**config.mk**
```make
export PLATFORM = sky130hd
export DESIGN_NAME = sync_fifo_stream_reader
export DESIGN_NICKNAME = d
export VERILOG_FILES = /design/src/rtl/sync_fifo_stream_reader.sv
export SDC_FILE = /design/constraint.sdc
export NUM_CORES = 1
export LEC_CHECK = 0
export BUFFER_PORTS_ARGS = -buffer_cell sky130_fd_sc_hd__buf_2
export CORE_ASPECT_RATIO = 1.2
export CORE_MARGIN = 2
export CORE_UTILIZATION = 52
export DETAILED_ROUTE_END_ITERATION = 10
export PLACE_DENSITY = 0.86
export SLEW_MARGIN = 20
export SYNTH_ARGS = -nofsm -noshare
export SYNTH_HDL_FRONTEND = slang
export SYNTH_SLANG_ARGS = --single-unit
```
**constraint.sdc**
```tcl
create_clock -name clk -period 2.24 [get_ports clk]
set_input_delay 0.448 -clock clk [delete_from_list [all_inputs] [get_ports clk]]
set_output_delay 0.448 -clock clk [all_outputs]
set_load 0.05 [all_outputs]
```
**src/rtl/sync_fifo_stream_reader.sv**
```systemverilog
// rtl/sync_fifo_stream_reader.sv - FIFO read port to valid/ready stream through a 2-entry skid buffer
module sync_fifo_stream_reader #(
   parameter int Data_Width  = 8,
   parameter int Count_Width = 16
) (
   input  logic                   clk,
   input  logic                   rst,
   input  logic                   en,
   input  logic                   fifo_empty,
   input  logic [Data_Width-1:0]  fifo_data,
   output logic                   fifo_r_en,
   output logic [Data_Width-1:0]  m_data,
   output logic                   m_valid,
   input  logic                   m_ready,
   output logic [Count_Width-1:0] word_count,
   output logic                   idle
);

   logic [1:0]            occ;
   logic                  inflight;
   logic [Data_Width-1:0] buf0;
   logic [Data_Width-1:0] buf1;

   logic                  pop_out;
   logic [1:0]            occ_after_pop;
   logic [2:0]            committed;
   logic [1:0]            occ_next;

   // Words already owned by this stage (buffered or returning from the FIFO)
   // after this cycle's handshake; a new pop is only allowed while one slot stays free.
   always_comb begin
      pop_out       = m_valid && m_ready;
      occ_after_pop = occ - {1'b0, pop_out};
      committed     = {1'b0, occ_after_pop} + {2'b00, inflight};
      fifo_r_en     = !rst && en && !fifo_empty && (committed < 3'd2);
      occ_next      = occ_after_pop + {1'b0, inflight};
   end

   always_ff @(posedge clk) begin
      if (rst) begin
         occ        <= 2'd0;
         inflight   <= 1'b0;
         buf0       <= '0;
         buf1       <= '0;
         m_valid    <= 1'b0;
         word_count <= '0;
      end else begin
         occ      <= occ_next;
         inflight <= fifo_r_en;
         m_valid  <= (occ_next != 2'd0);
         if (pop_out) begin
            word_count <= word_count + Count_Width'(1);
            buf0       <= buf1;
         end
         // The returning word lands in the first slot left free after the shift.
         if (inflight) begin
            if (occ_after_pop == 2'd0) begin
               buf0 <= fifo_data;
            end else begin
               buf1 <= fifo_data;
            end
         end
      end
   end

   assign m_data = buf0;
   assign idle   = (occ == 2'd0) && !inflight;

endmodule

```
==> reports/results.ini, run 1 <==
[run_status]
status=completed

[power_and_ir_drop]
power_mw=1.628
peakVddDrop_v=0.0005741
powerDensity_nw_per_um2=809.7
p_leak_nw=0.9676

[grt]
grt_pass1_vias=1261
overflow=0
grt_pass1_wl_um=5395
antenna_found_initial=0
grt_use_total_pct=18.86
grt_max_degree=21

[drt]
routed_via_density=5.279
vias=1304
met3_length_um=172
wl_um=3174
dr_wl_met2_um=1621
ant_nets=0
drt_iter0_markers=61
drc=0
firstDrtPassIters=4
met1_length_um=1304
top_layer_used=met4
wl_per_cell_um=12.85

[placement]
dp.cells=237
gp_congestion=0.7549
place_area_um2=1862
hpwlAfterDp_um=2185
io_buffers=39
pre_cts_ws_ps=92.17

[cts]
cts_tree=built
clk_pin_slew_ps=110
clock-sinks=36
cts_buffer_depth=2
cts_inserted_buffers=5
insertion_delay_ps=340
root_buffer=clkbuf_4
htree_num_levels=2
cts_hold_buf=0

[finish]
seq_area_um2=725.7
final_cells=247
nFillCells=257
multi_input_area_um2=917.1
fin_util_pct=65.81
final_area_um2=2011
finish.net_count=226
syn_to_final_growth_pct=22.02
drive_gt1_share_pct=36.49
n_antenna_cell=0

[logic_synthesis]
synth_area_leaders=dfxtp_1 (44%), mux2i_1 (9.7%), nor2_1 (6.2%)
yosys.cell_count.top_type=dfxtp_1
netlist.area_leader.share_pct=43.74
synth_common_cells=dfxtp_1 (36), nor2_1 (27), mux2i_1 (16)
synth_edf_count=0
synthMuxAreaShare_pct=10.63
yosys.area_share.simple_pct=24.15
async_flop_share_pct=0
avgSynthCellArea_um2=9.809
synth_cell_type_count=36
netlist_area_um2=1648
synth_area_leader_cell=dfxtp_1
ys.flop_type=dfxtp_1
ys_ff_latch=36
syn-instance-count=168
synth_warnings=0
synthXorXnorAreaFrac_pct=4.784
synth_top_family_by_area=simple AND/OR/NAND/NOR gates
synthAdderAreaFrac_pct=2.278
yosysSeqAreaShare_pct=43.74
syn_nets=184
synth_compound_area_share_pct=9.339

[timing]
fin_crit_ps=2146
max-slew-margin-rel_pct=67.97
finalSetupTns_ps=0
tightest_slew_ps=480.4
setup_violations=0
fin_skew_ps=10.99
hold_violations=0
layout_setup_ws_ps=94.28
fmax_mhz=466.0
rsz0062_at_grt=false
finalCritPeriodShare_pct=95.79
slew_viol_final=0
fin_hold_ws_ps=324.3

[die]
die-area_um2=3637
die_y_um=65.67
initial_core_util_pct=53.93
io_pins=40
rows=22
die_width_um=55.39
core_area_um2=3055

[critical_path]
crit_type=reg -> out
crit_path_start_kind=register
cp-end-kind=output pin
critical_path_required_ps=1790
crit_fanout=3
arrival_ps=1700

[job]
cap_violations=0

[worst_hold_path]
hold_class=in -> reg

## layer usage
| layer | global-route usage, % | vias to the layer above |
|---|---|---|
| met4 | 8.841 | 0 |
| li1 | - | 668 |
| met1 | 20.99 | 590 |
| met2 | 33.93 | 37 |
| met3 | 4.331 | 9 |
| met5 | 0 | - |
## report_power, final
group | switching, mW | internal, mW
clock | 0.213 | 0.149
sequential | 0.0461 | 0.700
combinational | 0.333 | 0.186
## cell usage in the layout, fill, tap and decap left out, drive strengths merged, types with 4 or more instances in the layout
cell     n
a211oi   8
a21oi    7
buf     43
clkbuf   6
dfxtp   36
inv      8
mux2i   16
nand2    7
nand3    6
nand4    4
nor2    27
nor3     6
xnor2    8
## sequential cells by signal (all words and copies together) (netlist names)
name / flops
buf1: 8
m_valid: 1
m_data: 8
inflight: 1
word_count: 16
occ: 2
## cell families after synthesis
group	count (synthesis)
AOI/OAI and AO/OA	23
and+or+nand+nor	64
buffers and inverters	16
xor gates and xnor gates	9
adders and majority gates	3
muxes	17
DFF	36
## what timing repair did
item,4_1_cts,5_1_grt
resized for setup,4,12
pin swaps,1,2
endpoints found under the setup margin,1,1
setup buffers,1,1
## cell type report
class,instances,area share (%)
Inverter,8,1.493
Tap cell,36,2.240
Timing Repair Buffer,43,11.51
Multi-Input combinational cell,116,45.61
Clock buffer,6,2.551
Sequential cell,36,36.09
Clock inverter,2,0.4978
## critical path, stage by stage (launching register included)
cell	delay, ps
dfxtp_2	350
a21bo_4	200
nand2_4	50
ha_4	150
inv_2	60
ha_4	130
nand2_4	60
nor3_4	180
buf_6	180
## final timing paths
path,from,endpoint,slack (ps),cells after the start
hold / removal,fifo_empty,inflight,320,2
hold reg to reg,buf1[4],buf1[4],510,2
setup reg to reg,word_count[0],word_count[12],700,5
setup / recovery,occ[0],fifo_r_en,90,8
(Power assumes the default switching activity.)
==> run 2: changes to the inputs <==
--- a/config.mk
+++ b/config.mk
@@ -8,9 +8,11 @@
 export BUFFER_PORTS_ARGS = -buffer_cell sky130_fd_sc_hd__buf_2
 export CORE_ASPECT_RATIO = 1.2
 export CORE_MARGIN = 2
-export CORE_UTILIZATION = 52
+export CORE_UTILIZATION = 47
+export CTS_CLUSTER_SIZE = 28
 export DETAILED_ROUTE_END_ITERATION = 10
-export PLACE_DENSITY = 0.86
+export GPL_TIMING_DRIVEN = 0
+export PLACE_DENSITY = 0.82
 export SLEW_MARGIN = 20
 export SYNTH_ARGS = -nofsm -noshare
 export SYNTH_HDL_FRONTEND = slang
==> constraint.sdc (replaced) <==
create_clock -name clk -period 1.75 [get_ports clk]
set_input_delay 0.35 -clock clk [delete_from_list [all_inputs] [get_ports clk]]
set_output_delay 0.35 -clock clk [all_outputs]
set_load 0.05 [all_outputs]
==> run 2 against run 1 <==
The flow now finishes with violations (setup timing). Wire length rose by 7.7%. Clock skew down 9.0 ps. Combinational power up 34%. First-iteration DRC count down 6.6%. Critical path type unchanged. Total power rose by 39%.
==> reports/results.ini, run 2 (synthesis gave the netlist of run 1 again) <==
[drt]
drt_iter0_markers=57  ; -6.6%
wl_um=3418  ; +7.7%
ant_nets=0  ; unchanged
firstDrtPassIters=4  ; unchanged
vias=1340  ; +2.8%
routed_via_density=5.276  ; about the same
drc=0  ; unchanged
wl_per_cell_um=13.46  ; +4.7%

[job]
cap_violations=0  ; unchanged

[timing]
finalCritPeriodShare_pct=108.7
hold_violations=0  ; unchanged
tightest_slew_ps=487.1  ; +6.642 ps
fin_crit_ps=1902
fin_skew_ps=1.997  ; -8.992 ps
layout_setup_ws_ps=-152.2  ; -246.5 ps
fmax_mhz=525.7
slew_viol_final=0  ; unchanged
setup_violations=1  ; +1
max-slew-margin-rel_pct=67.53  ; -0.44 points
rsz0062_at_grt=true

[placement]
pre_cts_ws_ps=-233.1  ; -325.3 ps
io_buffers=38  ; -2.6%
gp_congestion=0.7379  ; -2.3%
hpwlAfterDp_um=2331  ; +6.7%

[critical_path]
critical_path_required_ps=1400  ; -390 ps
crit_fanout=4  ; +1
crit_path_start_kind=register
crit_slowest_cell=dfxtp_4
cp-end-kind=output pin
crit_chain=a21bo_4 > nand2_4 > ha_4 > inv_2 > ha_4 > nand2_4 > nor3_4 > buf_6
slowest_delay_ps=380  ; +30 ps
cp-startpoint=m_valid
crit_type=reg -> out
arrival_ps=1550  ; -150 ps
r2r-start=occ[0]

[die]
rows=23  ; +4.5%
core_area_um2=3338  ; +9.3%
io_pins=40  ; unchanged
die_y_um=68.86  ; +4.9%
die_width_um=58.05  ; +4.8%
die-area_um2=3997  ; +9.9%
initial_core_util_pct=49.36  ; -4.6 points

[power_and_ir_drop]
pwr-share-seq_pct=42.0  ; -3.8 points
combinationalPowerShare_pct=30.8  ; -1.1 points
power_mw=2.269  ; +39%
switching_share_pct=35.10  ; -1.3 points
peakVddDrop_v=0.001016  ; +77%
netSwitchingPower_uw=796.6  ; +34%
powerDensity_nw_per_um2=1089  ; +34%
p_int_mw=1.473  ; +42%
p_leak_nw=0.9989  ; +3.2%
clkPwrFrac_pct=27.2  ; +5.0 points

[cts]
clock-sinks=36  ; unchanged
cts_inserted_buffers=5  ; unchanged
htree_num_levels=2  ; unchanged
insertion_delay_ps=290  ; -50 ps
clk_pin_slew_ps=70  ; -40 ps
cts_buffer_depth=2  ; unchanged
cts_tree=built
root_buffer=clkbuf_8

[worst_hold_path]
hold_class=in -> reg
hp-start=rst

[finish]
largest-register=word_count
drive_gt1_share_pct=38.25  ; +1.8 points
finish.net_count=232  ; +2.7%
final_cell_mix=buf_2 (38), dfxtp_1 (31), nor2_1 (27), mux2i_1 (16), a211oi_1 (8)
fin_util_pct=62.44  ; -3.4 points
n_antenna_cell=0  ; unchanged
final_common_cell=buf_2
largest_reg_flops=16  ; unchanged
syn_to_final_growth_pct=26.50

[grt]
overflow=0  ; unchanged
grt_pass1_wl_um=5692  ; +5.5%
grt_pass1_vias=1259  ; -0.16%
grt_max_degree=12  ; -43%
antenna_found_initial=0  ; unchanged
grt_use_total_pct=19.33  ; +0.47 points

[run_status]
status=finished with violations
violations=setup timing

## run 2: cell types whose count changed in the layout (fill, tap and decap cells not counted)
cell and change:
clkbuf_4 -5, dfxtp_1 -3, dfxtp_2 +3, buf_6 +1, clkbuf_1 +3, buf_4 +2, clkbuf_8 +5
## run 2: area by class of cell
cell class	instances	area (µm²)
fill	279	1254
multi-input combinational	116	917.1
sequential	36	729.5
timing repair buffer	42	226.5
clock buffer	6	82.58
tap	37	46.29
buffer	7	42.54
inverter	8	30.03
clock inverter	2	10.01
## run 2: through the flow
stage	std cells	setup TNS (ps)	cell area [µm²]	hold slack [ps]
3_5_place_dp	243	-233.1	1912	487.9
6_report	254	-152.2	2085	238.4
2_1_floorplan	168	-228.4	1675	426.8
3_3_place_gp	243	-212.3	1912	474.6
4_1_cts	253	-170.1	2072	229.6
5_1_grt	254	-220.3	2085	239.7
## run 2: worst paths after layout
| path | to | slack, ps | cells after the start |
|---|---|---|---|
| min reg2reg | word_count[6] | 500 | 2 |
| max | fifo_r_en | -150 | 8 |
| min | occ[0] | 240 | 2 |
| max reg2reg | buf1[1] | 230 | 7 |
## run 2: per-layer routing
metal / track usage, % / wire [µm]
met1: 21.71 / 1514
met2: 32.67 / 1653
met3: 7.276 / 183
met4: 8.721 / 66
met5: 0 / 0
## run 2: what timing repair did
item | in CTS | in global routing
resized for setup | 12 | 1
pin swaps | 3 | 0
endpoints found under the setup margin | 1 | 1
setup buffers | 3 | 1
hold buffers | 0 | 0
## run 2: worst max-delay path, delay by kind of cell, from the launching register on
kind | cells | cell delay, ps
buffers and inverters | 2 | 240
AOI/OAI and AO/OA | 1 | 140
DFF | 1 | 380
and+or+nand+nor | 3 | 220
adders and majority gates | 2 | 290
## run 2: power by group through the flow
stage	Sequential (mW)	Combinational [mW]	Clock, mW
after floorplan	1.10	0.345	0
after global placement	0.957	0.610	0
after detailed placement	0.957	0.618	0
after CTS	0.953	0.687	0.631
after global routing	0.961	0.749	0.662
final	0.953	0.699	0.618
